## config.mk

```make
export PLATFORM = sky130hd
export DESIGN_NAME = sdp_ram_reader
export DESIGN_NICKNAME = d
export VERILOG_FILES = /design/src/rtl/sdp_ram_reader.sv
export SDC_FILE = /design/constraint.sdc
export NUM_CORES = 1
export LEC_CHECK = 0
export CAP_MARGIN = 20
export CORE_AREA = 2 2 406 408
export CTS_CLUSTER_SIZE = 8
export DETAILED_ROUTE_END_ITERATION = 16
export DIE_AREA = 0 0 408 410
export GPL_ROUTABILITY_DRIVEN = 0
export PLACE_DENSITY = 0.78
export SETUP_SLACK_MARGIN = 0.15
export SYNTH_ARGS = -nofsm -noshare
export SYNTH_HDL_FRONTEND = slang
export SYNTH_SLANG_ARGS = --single-unit
```

## constraint.sdc

```tcl
create_clock -name clk -period 19.1 [get_ports clk]
set_input_delay 2.865 -clock clk [delete_from_list [all_inputs] [get_ports clk]]
set_output_delay 2.865 -clock clk [all_outputs]
set_load 0.05 [all_outputs]
```

## src/rtl/sdp_ram_reader.sv

```systemverilog
// Streams the contents of a simple-dual-port RAM read port out as an AXI4-Stream master.
// Optional macro SDP_READER_WINDOW_EN adds start_addr/word_count to read a wrapped sub-window.
module sdp_ram_reader #(
  parameter int DW     = 512,
  parameter int DD     = 16384,
  parameter int RD_LAT = 2
) (
  input  logic                  clk,
  input  logic                  resetn,
  input  logic                  start,
`ifdef SDP_READER_WINDOW_EN
  input  logic [$clog2(DD)-1:0] start_addr,
  input  logic [$clog2(DD):0]   word_count,
`endif
  output logic                  busy,
  output logic                  done,
  output logic [$clog2(DD)-1:0] addrb,
  input  logic [DW-1:0]         dob,
  output logic [DW-1:0]         AXIS_TDATA,
  output logic                  AXIS_TVALID,
  output logic                  AXIS_TLAST,
  input  logic                  AXIS_TREADY,
  output logic [1:0]            fsm_state
);

  // Handshake: a beat transfers on a rising edge where AXIS_TVALID && AXIS_TREADY;
  // once TVALID is raised it and TDATA hold until that transfer happens.

  localparam int AW = $clog2(DD);
  localparam logic [AW:0] DD_W = (AW+1)'(DD);
  localparam logic [AW:0] ONE  = (AW+1)'(1);

  typedef enum logic [1:0] {
    IDLE  = 2'd0,
    READ  = 2'd1,
    DRAIN = 2'd2
  } state_t;

  state_t state, state_nxt;

  logic [AW:0]       rd_cnt;
  logic [AW:0]       beat_cnt;
  logic [AW:0]       n_words;
  logic [AW-1:0]     base_addr;
  logic [AW:0]       req_words;
  logic [AW-1:0]     req_addr;
  logic [RD_LAT-1:0] vld_sr;
  logic [DW-1:0]     fifo_mem [4];
  logic [1:0]        wr_ptr;
  logic [1:0]        rd_ptr;
  logic [2:0]        fifo_cnt;
  logic [2:0]        in_flight;
  logic [3:0]        used;
  logic              start_ok;
  logic              issue;
  logic              push;
  logic              pop;
  logic              last_beat;

`ifdef SDP_READER_WINDOW_EN
  assign req_words = (word_count > DD_W) ? DD_W : word_count;
  assign req_addr  = start_addr;
`else
  assign req_words = DD_W;
  assign req_addr  = '0;
`endif

  assign start_ok    = start && (state == IDLE);
  assign push        = vld_sr[RD_LAT-1];
  assign AXIS_TVALID = (fifo_cnt != 3'd0);
  assign AXIS_TDATA  = fifo_mem[rd_ptr];
  assign pop         = AXIS_TVALID && AXIS_TREADY;
  assign last_beat   = (beat_cnt == n_words - ONE);
  assign AXIS_TLAST  = AXIS_TVALID && last_beat;
  assign addrb       = base_addr + rd_cnt[AW-1:0];
  assign fsm_state   = state;

  always_comb begin
    in_flight = 3'd0;
    for (int i = 0; i < RD_LAT; i++) begin
      in_flight = in_flight + {2'b00, vld_sr[i]};
    end
  end

  // A slot freed by this cycle's pop is reusable at once; otherwise RD_LAT=3 would bubble.
  assign used  = {1'b0, fifo_cnt} + {1'b0, in_flight} - {3'b000, pop};
  assign issue = (state == READ) && (used < 4'd4);

  always_comb begin
    state_nxt = state;
    case (state)
      IDLE:    if (start_ok && (req_words != '0)) state_nxt = READ;
      READ:    if (issue && (rd_cnt == n_words - ONE)) state_nxt = DRAIN;
      DRAIN:   if (pop && last_beat) state_nxt = IDLE;
      default: state_nxt = IDLE;
    endcase
  end

  always_ff @(posedge clk or negedge resetn) begin
    if (!resetn) state <= IDLE;
    else         state <= state_nxt;
  end

  always_ff @(posedge clk or negedge resetn) begin
    if (!resetn) begin
      rd_cnt    <= '0;
      beat_cnt  <= '0;
      n_words   <= DD_W;
      base_addr <= '0;
      busy      <= 1'b0;
      done      <= 1'b0;
    end else begin
      if (start_ok) begin
        rd_cnt    <= '0;
        beat_cnt  <= '0;
        n_words   <= req_words;
        base_addr <= req_addr;
      end else begin
        if (issue) rd_cnt <= rd_cnt + ONE;
        if (pop)   beat_cnt <= beat_cnt + ONE;
      end
      // An empty window completes on the start edge itself.
      done <= ((state == DRAIN) && pop && last_beat) || (start_ok && (req_words == '0));
      if (start_ok)  busy <= 1'b1;
      else if (done) busy <= 1'b0;
    end
  end

  always_ff @(posedge clk or negedge resetn) begin
    if (!resetn) begin
      vld_sr   <= '0;
      wr_ptr   <= 2'd0;
      rd_ptr   <= 2'd0;
      fifo_cnt <= 3'd0;
    end else begin
      vld_sr[0] <= issue;
      for (int i = 1; i < RD_LAT; i++) begin
        vld_sr[i] <= vld_sr[i-1];
      end
      if (push) wr_ptr <= wr_ptr + 2'd1;
      if (pop)  rd_ptr <= rd_ptr + 2'd1;
      fifo_cnt <= fifo_cnt + {2'b00, push} - {2'b00, pop};
    end
  end

  always_ff @(posedge clk) begin
    if (push) fifo_mem[wr_ptr] <= dob;
  end

endmodule
```

==> run_results.csv, run 1 <==
group,metric,value,unit
hold_path,hp-start,"vld_sr[0]",
drt,vias_per_cell,5.71,
pwr,largest_vdd_supply_drop,0.160,mV
yosys,netlist-cell-type-count,45,
worst_setup_path,worst_r2r_path_depth,7,
sta,max_clock_freq,119,MHz
yosys,synth.cell_area,0.0760,mm²
clocking,clk_transition_reported_paths,0.05,ns
sta,hold_viol_final,0,
global_routing,grt_start_max_net_pins,155,
placed_design,io_buffer_count,1047,
drt,wl_per_cell,28.7,µm
floorplanning,initial_utilization,46.5,%
drt,vias,37000,
worst_setup_path,slowest_delay,0.90,ns
yosys,share_of_flip_flops_with_an_asynchronous_set_or_reset_after_synthesis,2.06,%
pwr,cellInternalPower,11000,µW
hold_path,class_of_the_tightest_hold_or_removal_check,"register to register",
worst_setup_path,critical_path.top_delay_family,"buffers and inverters",
global_routing,global_route_wire_length_before_repair,266,mm
yosys,synth_most_common_cell,"sky130_fd_sc_hd__edfxtp_1",
floorplanning,area_inside_the_core_boundary,0.163,mm²
cells_and_area,final_nets,4734,
drt,wirelength_met1,65.7,mm
worst_setup_path,arrival,5.55,ns
sta,finalCriticalPeriod,8.42,ns
pwr,comb_power_share,38.0,%
worst_setup_path,capture_instance_of_the_worst_register_to_register_path,"fifo_mem[1][383]",
pwr,clk_network_pwr_share,27.6,%
worst_setup_path,rrSetupSlack,13.97,ns
clocking,max_buffers_root_to_sink,4,
yosys,synth_commonest_cells,"sky130_fd_sc_hd__edfxtp_1, sky130_fd_sc_hd__mux4_2, sky130_fd_sc_hd__buf_2",
worst_setup_path,critPathBufInv,4,
yosys,synth.net_count,3467,
drt,drt-total-wl,186,mm
pwr,pwr-share-seq,34.4,%
yosys,synth_top_flop_cell,"sky130_fd_sc_hd__edfxtp_1",
worst_setup_path,critical_path.endpoint,"AXIS_TDATA[27]",
cells_and_area,flow.area_growth_from_synthesis,28.1,%
pwr,total_leakage_power,0.0313,µW
global_routing,antenna_violations_before_repair,71,
worst_setup_path,worst_path_most_repeated_cell,"sky130_fd_sc_hd__buf_4",
drt,antenna_violating_nets_post_route,0,
yosys,yosysTopAreaCellShare,80.9,%
clocking,clock_insertion_delay_worst_skew,0.94,ns
yosys,synth_edf_count,2048,
clocking,clk_root_buffer_cell,"sky130_fd_sc_hd__clkbuf_16",
worst_setup_path,end_kind,"output port",
cells_and_area,post_route_cells_drive_above_1_share,21.3,%
clocking,cts_sinks,2091,
cells_and_area,fin_cells,6478,
yosys,ys_seq_elements,2091,
cells_and_area,final.fill_count,10900,
worst_setup_path,regToRegStartpoint,"wr_ptr[1]",
pwr,switching_share,36.1,%
run_status,status,"completed",
yosys,synth.largest_area_cell,"sky130_fd_sc_hd__edfxtp_1",
floorplanning,fp.dieW,408,µm
sta,worst_slack,10.69,ns
drt,drt_drc_violations_left,0,
clocking,ctsResizeCount,0,
floorplanning,die_area,0.167,mm²
worst_setup_path,criticalPathCategory,"register to output port",
drt,met3_routed_wirelength,19.1,mm
yosys,main_area_contributors_after_synthesis,"sky130_fd_sc_hd__edfxtp_1, sky130_fd_sc_hd__mux4_2, sky130_fd_sc_hd__dfrtp_1",
clocking,cts-buffers-inserted,313,
global_routing,grt_util_all_layers,21.9,%
pwr,total_switching_power,6190,µW
worst_setup_path,critical_path.max_fanout,48,
floorplanning,std_cell_rows,149,
drt,route.top_layer_used,"met5",
drt,drt_first_iter_violations,3972,
job,max_cap_violations,0,
sta,tns,0,ns
sta,report.final.setup_viol,0,
sta,timing_worst_slew_pin_value,1.15,ns
yosys,synth.yosys.warnings,0,
clocking,cts_htree_levels,5,
clocking,cts_hold_buf,0,
worst_setup_path,critical_path_depth,5,
floorplanning,io_pins,1048,
pwr,power-per-cell-area,176,mW/mm²
placed_design,dpl-instance-area,0.0890,mm²
sta,slew_viol_final,0,
floorplanning,die_y,410,µm
drt,drt_pre_antenna_iters,5,
global_routing,grt_remaining_overflow,0,
sta,fin_crit_sh,44.1,%
placed_design,place.detailed.hpwl,112,mm
placed_design,pre_cts_slack,11.46,ns
worst_setup_path,setup.worst_path.start_class,"register",
clocking,cts_tree,"done",
yosys,post_synth_inst_count,2940,
global_routing,first_global_vias,38600,
worst_setup_path,crit_required,16.23,ns
cells_and_area,postLayoutCellArea,0.0974,mm²
worst_setup_path,cp-startpoint,"rd_ptr[0]",
yosys,syn-mean-instance-area,25.9,µm²
yosys,synth_seq_area_share,82.3,%
sta,max_slew_margin,23.2,%
worst_setup_path,cpMaxStageDelayCell,"sky130_fd_sc_hd__buf_4",
placed_design,placed_cells,6079,
drt,met2RoutedLength,93.7,mm
worst_setup_path,cp_cell_sequence,"buf_4 > buf_4 > buf_4 > mux4_2 > clkdlybuf4s50_1",
clocking,post_cts_buffers,0,
sta,clock_skew,0.0671,ns
sta,setup_repair_after_global_routing_missed_its_margin,"false",
## power groups by stage
stage                     registers, µW  clock network, µW  logic (µW)
after floorplan                    6230                  0        4490
after global placement             5930                  0        6480
after detailed placement           5970                  0        6490
after CTS                          5910               4810        6550
after global routing               5940               4990        6720
final                              5900               4730        6510
## logic make-up (layout without fill, tap and decap cells)
group	count (synthesis)	count (layout)	synth area share, %
adders and majority gates	11	11	0.191
AOI/OAI and AO/OA	56	56	0.489
other	0	42	0
DFF	2091	2091	82.3
muxes	520	520	15.3
and+or+nand+nor	99	99	0.704
buffers and inverters	151	1458	0.912
xor gates and xnor gates	12	12	0.138
## registers in the layout (all words and copies together), names as in the netlist
| register | cells |
|---|---|
| rd_ptr | 2 |
| fsm_state | 2 |
| wr_ptr | 2 |
| vld_sr | 2 |
| done | 1 |
| busy | 1 |
| fifo_cnt | 3 |
| rd_cnt | 15 |
| beat_cnt | 15 |
| fifo_mem | 2048 |
## layout make-up
cell class              instances  area, µm²  area share (%)
clock buffers                 345       8100            8.32
diodes                         42        105           0.108
inverters                       8       30.0          0.0308
repair buffers               1095      11000            11.2
well taps                    2189       2740            2.81
flip-flops and latches       2091      62600            64.2
multi-input cells             698      12800            13.1
clock inverters                10        134           0.137
## layout by cell type (no fill, tap or decap), drive strengths merged, types with 2 or more instances in the layout
| cell | count |
|---|---|
| clkbuf | 345 |
| o21ai | 19 |
| nor2 | 9 |
| and4 | 4 |
| buf | 49 |
| or3b | 2 |
| edfxtp | 2048 |
| and2 | 4 |
| clkinv | 3 |
| a2111o | 7 |
| nand2b | 9 |
| nand3 | 13 |
| nor3 | 7 |
| a211oi | 3 |
| a21oi | 19 |
| ha | 10 |
| or3 | 7 |
| and3 | 3 |
| nor4 | 2 |
| dfrtp | 43 |
| nand2 | 28 |
| xor2 | 4 |
| inv | 13 |
| mux4 | 512 |
| a21o | 2 |
| nand4 | 6 |
| or4 | 2 |
| diode | 42 |
| xnor2 | 8 |
| clkdlybuf4s50 | 1046 |
| mux2i | 8 |
## stage by stage
step	util [%]	hold WS, ns	total power (µW)
2_1_floorplan	-	0.375	10700
3_3_place_gp	54.5	0.389	12400
3_5_place_dp	54.5	0.403	12500
4_1_cts	59.5	0.409	17300
5_1_grt	59.6	0.424	17600
6_report	59.6	0.409	17100
## per-layer routing
metal	vias up	global-route usage, %
met5	-	0
met4	36	9.87
met3	424	8.12
met2	2067	35.8
met1	19300	26.0
li1	15200	-
## worst min-delay path by stage
stage,to,slack (ns),cells after the start
5_1_grt,vld_sr[1],0.42,0
6_report,vld_sr[1],0.41,0
3_5_place_dp,vld_sr[1],0.40,0
3_3_place_gp,vld_sr[1],0.39,0
4_1_cts,vld_sr[1],0.41,0
2_1_floorplan,vld_sr[1],0.37,0
No activity file was read; power rests on OpenSTA's default activity.
==> run 2: changes to the inputs <==
--- a/config.mk
+++ b/config.mk
@@ -6,12 +6,12 @@
 export NUM_CORES = 1
 export LEC_CHECK = 0
 export CAP_MARGIN = 20
-export CORE_AREA = 2 2 406 408
+export CORE_AREA = 2 2 410 412
 export CTS_CLUSTER_SIZE = 8
 export DETAILED_ROUTE_END_ITERATION = 16
-export DIE_AREA = 0 0 408 410
+export DIE_AREA = 0 0 412 414
 export GPL_ROUTABILITY_DRIVEN = 0
-export PLACE_DENSITY = 0.78
+export PLACE_DENSITY = 0.77
 export SETUP_SLACK_MARGIN = 0.15
 export SYNTH_ARGS = -nofsm -noshare
 export SYNTH_HDL_FRONTEND = slang
==> constraint.sdc (replaced) <==
create_clock -name clk -period 8.75 [get_ports clk]
set_input_delay 1.3125 -clock clk [delete_from_list [all_inputs] [get_ports clk]]
set_output_delay 1.3125 -clock clk [all_outputs]
set_load 0.05 [all_outputs]
==> run_results.csv, run 2 (same netlist as run 1, synthesis figures left out) <==
group,metric,value,unit
job,max_cap_violations,0,
worst_setup_path,criticalPathCategory,"register to output port",
pwr,total_leakage_power,0.0312,µW
global_routing,grt_start_max_net_pins,155,
placed_design,dpl-instance-area,0.0891,mm²
cells_and_area,largest_register,"fifo_mem",
worst_setup_path,cpMaxStageDelayCell,"sky130_fd_sc_hd__dfrtp_4",
floorplanning,fp.dieW,412,µm
clocking,cts_hold_buf,0,
global_routing,global_route_wire_length_before_repair,266,mm
clocking,cts_tree,"done",
clocking,cts_sinks,2091,
pwr,power-per-cell-area,384,mW/mm²
drt,vias,36200,
worst_setup_path,critical_path.max_fanout,154,
hold_path,class_of_the_tightest_hold_or_removal_check,"input port to async pin",
clocking,cts_htree_levels,5,
sta,max_clock_freq,184,MHz
clocking,post_cts_buffers,0,
floorplanning,std_cell_rows,150,
placed_design,place.detailed.hpwl,111,mm
floorplanning,initial_utilization,45.7,%
floorplanning,die_y,414,µm
sta,slew_viol_final,0,
sta,fin_crit_sh,62.2,%
global_routing,first_global_vias,38400,
worst_setup_path,setup.worst_path.start_class,"register",
clocking,max_buffers_root_to_sink,4,
floorplanning,die_area,0.171,mm²
placed_design,placed_cells,6081,
clocking,clk_root_buffer_cell,"sky130_fd_sc_hd__clkbuf_16",
pwr,largest_vdd_supply_drop,0.326,mV
sta,finalCriticalPeriod,5.44,ns
global_routing,antenna_violations_before_repair,79,
drt,drt_pre_antenna_iters,5,
sta,setup_repair_after_global_routing_missed_its_margin,"false",
clocking,clock_insertion_delay_worst_skew,0.93,ns
clocking,ctsResizeCount,0,
drt,drt_drc_violations_left,0,
clocking,clk_transition_reported_paths,0.05,ns
drt,vias_per_cell,5.59,
cells_and_area,flow.area_growth_from_synthesis,28.2,%
drt,drt_first_iter_violations,3401,
cells_and_area,final_nets,4721,
global_routing,grt_util_all_layers,21.6,%
floorplanning,io_pins,1048,
global_routing,grt_remaining_overflow,0,
floorplanning,area_inside_the_core_boundary,0.166,mm²
worst_setup_path,arrival,4.13,ns
cells_and_area,postLayoutCellArea,0.0975,mm²
sta,report.final.setup_viol,0,
drt,antenna_violating_nets_post_route,0,
sta,hold_viol_final,0,
sta,timing_worst_slew_pin_value,1.16,ns
drt,wl_per_cell,28.9,µm
clocking,cts-buffers-inserted,313,
sta,max_slew_margin,22.8,%
worst_setup_path,cp_cell_sequence,"buf_12 > mux4_2 > clkdlybuf4s50_1",
cells_and_area,fin_cells,6475,
cells_and_area,post_route_cells_drive_above_1_share,21.0,%
worst_setup_path,slowest_delay,0.93,ns
sta,clock_skew,0.0626,ns
cells_and_area,final_cell_mix,"sky130_fd_sc_hd__edfxtp_1, sky130_fd_sc_hd__clkdlybuf4s50_1, sky130_fd_sc_hd__mux4_2, sky130_fd_sc_hd__clkbuf_16, sky130_fd_sc_hd__dfrtp_1",
cells_and_area,flip_flop_count_of_the_largest_register_after_layout,2048,
cells_and_area,layout.cells.most_common,"sky130_fd_sc_hd__edfxtp_1",
worst_setup_path,crit_required,7.44,ns
worst_setup_path,end_kind,"output port",
placed_design,io_buffer_count,1047,
run_status,status,"completed",
drt,drt-total-wl,187,mm
cells_and_area,reg_top3,"fifo_mem (2048), beat_cnt (15), rd_cnt (15)",
==> run 2: cell count changes in the layout (fill, tap and decap cells not counted) <==
cell,change
sky130_fd_sc_hd__inv_16,-2
sky130_fd_sc_hd__bufinv_16,+2
sky130_fd_sc_hd__clkbuf_16,-1
sky130_fd_sc_hd__clkinvlp_4,-1
sky130_fd_sc_hd__buf_4,-24
sky130_fd_sc_hd__diode_2,-6
sky130_fd_sc_hd__clkinv_1,+1
sky130_fd_sc_hd__inv_6,+3
sky130_fd_sc_hd__buf_12,+11
sky130_fd_sc_hd__clkinv_8,-1
sky130_fd_sc_hd__clkbuf_1,+1
sky130_fd_sc_hd__clkinv_4,-1
==> run 2: area by class of cell <==
class	instances	area, µm²
Timing Repair Buffer	1082	11000
Clock buffer	345	8080
Multi-Input combinational cell	698	12800
Fill cell	11400	68800
Sequential cell	2091	62600
Clock inverter	11	151
Inverter	8	30.0
Tap cell	2204	2760
Antenna cell	36	90.1
==> run 2: worst paths after layout <==
kind / from / end / slack (ns) / cells past startpoint
min in group clk: vld_sr[0] / vld_sr[1] / 0.40 / 0
hold / removal: resetn / beat_cnt[9] / 0.21 / 1
max in group asynchronous: resetn / rd_ptr[0] / 8.04 / 2
setup / recovery: rd_ptr[1] / AXIS_TDATA[194] / 3.31 / 3
hold reg to reg: vld_sr[0] / vld_sr[1] / 0.40 / 0
setup reg to reg: wr_ptr[0] / fifo_mem[2][93] / 5.45 / 5
==> run 2: critical path, delay by kind of cell, from the launching register on <==
| kind | cells | cell delay [ns] |
|---|---|---|
| buffers and inverters | 2 | 1.56 |
| DFF | 1 | 0.93 |
| muxes | 1 | 0.40 |
==> run 2: power breakdown <==
| group | leakage [µW] | internal, µW | switching, µW | total [µW] |
|---|---|---|---|---|
| logic | 0.00807 | 5020 | 9210 | 14200 |
| clock network | 0.00404 | 6480 | 3900 | 10400 |
| registers | 0.0191 | 12500 | 391 | 12900 |
| total | 0.0312 | 24000 | 13500 | 37500 |
==> run 2: stage by stage <==
| step | hold slack (ns) | utilization [%] | total power [µW] | setup slack [ns] | setup TNS [ns] |
|---|---|---|---|---|---|
| finish | 0.208 | 58.6 | 37500 | 3.31 | 0 |
| global placement | 0.390 | 53.6 | 27200 | 3.81 | 0 |
| floorplan | 0.375 | - | 23100 | -4.28 | -2189.13 |
| detailed placement | 0.390 | 53.6 | 27300 | 3.83 | 0 |
| CTS | 0.400 | 58.5 | 37800 | 2.79 | 0 |
| global route | 0.144 | 58.6 | 38600 | 3.05 | 0 |
==> run 2: per-layer routing <==
metal	GRT usage (%)	share of wire, %	wire [µm]
met1	25.2	35	65700
met2	35.4	51	94600
met3	8.65	10	19500
met5	0	0.19	353
met4	9.45	3.7	6840
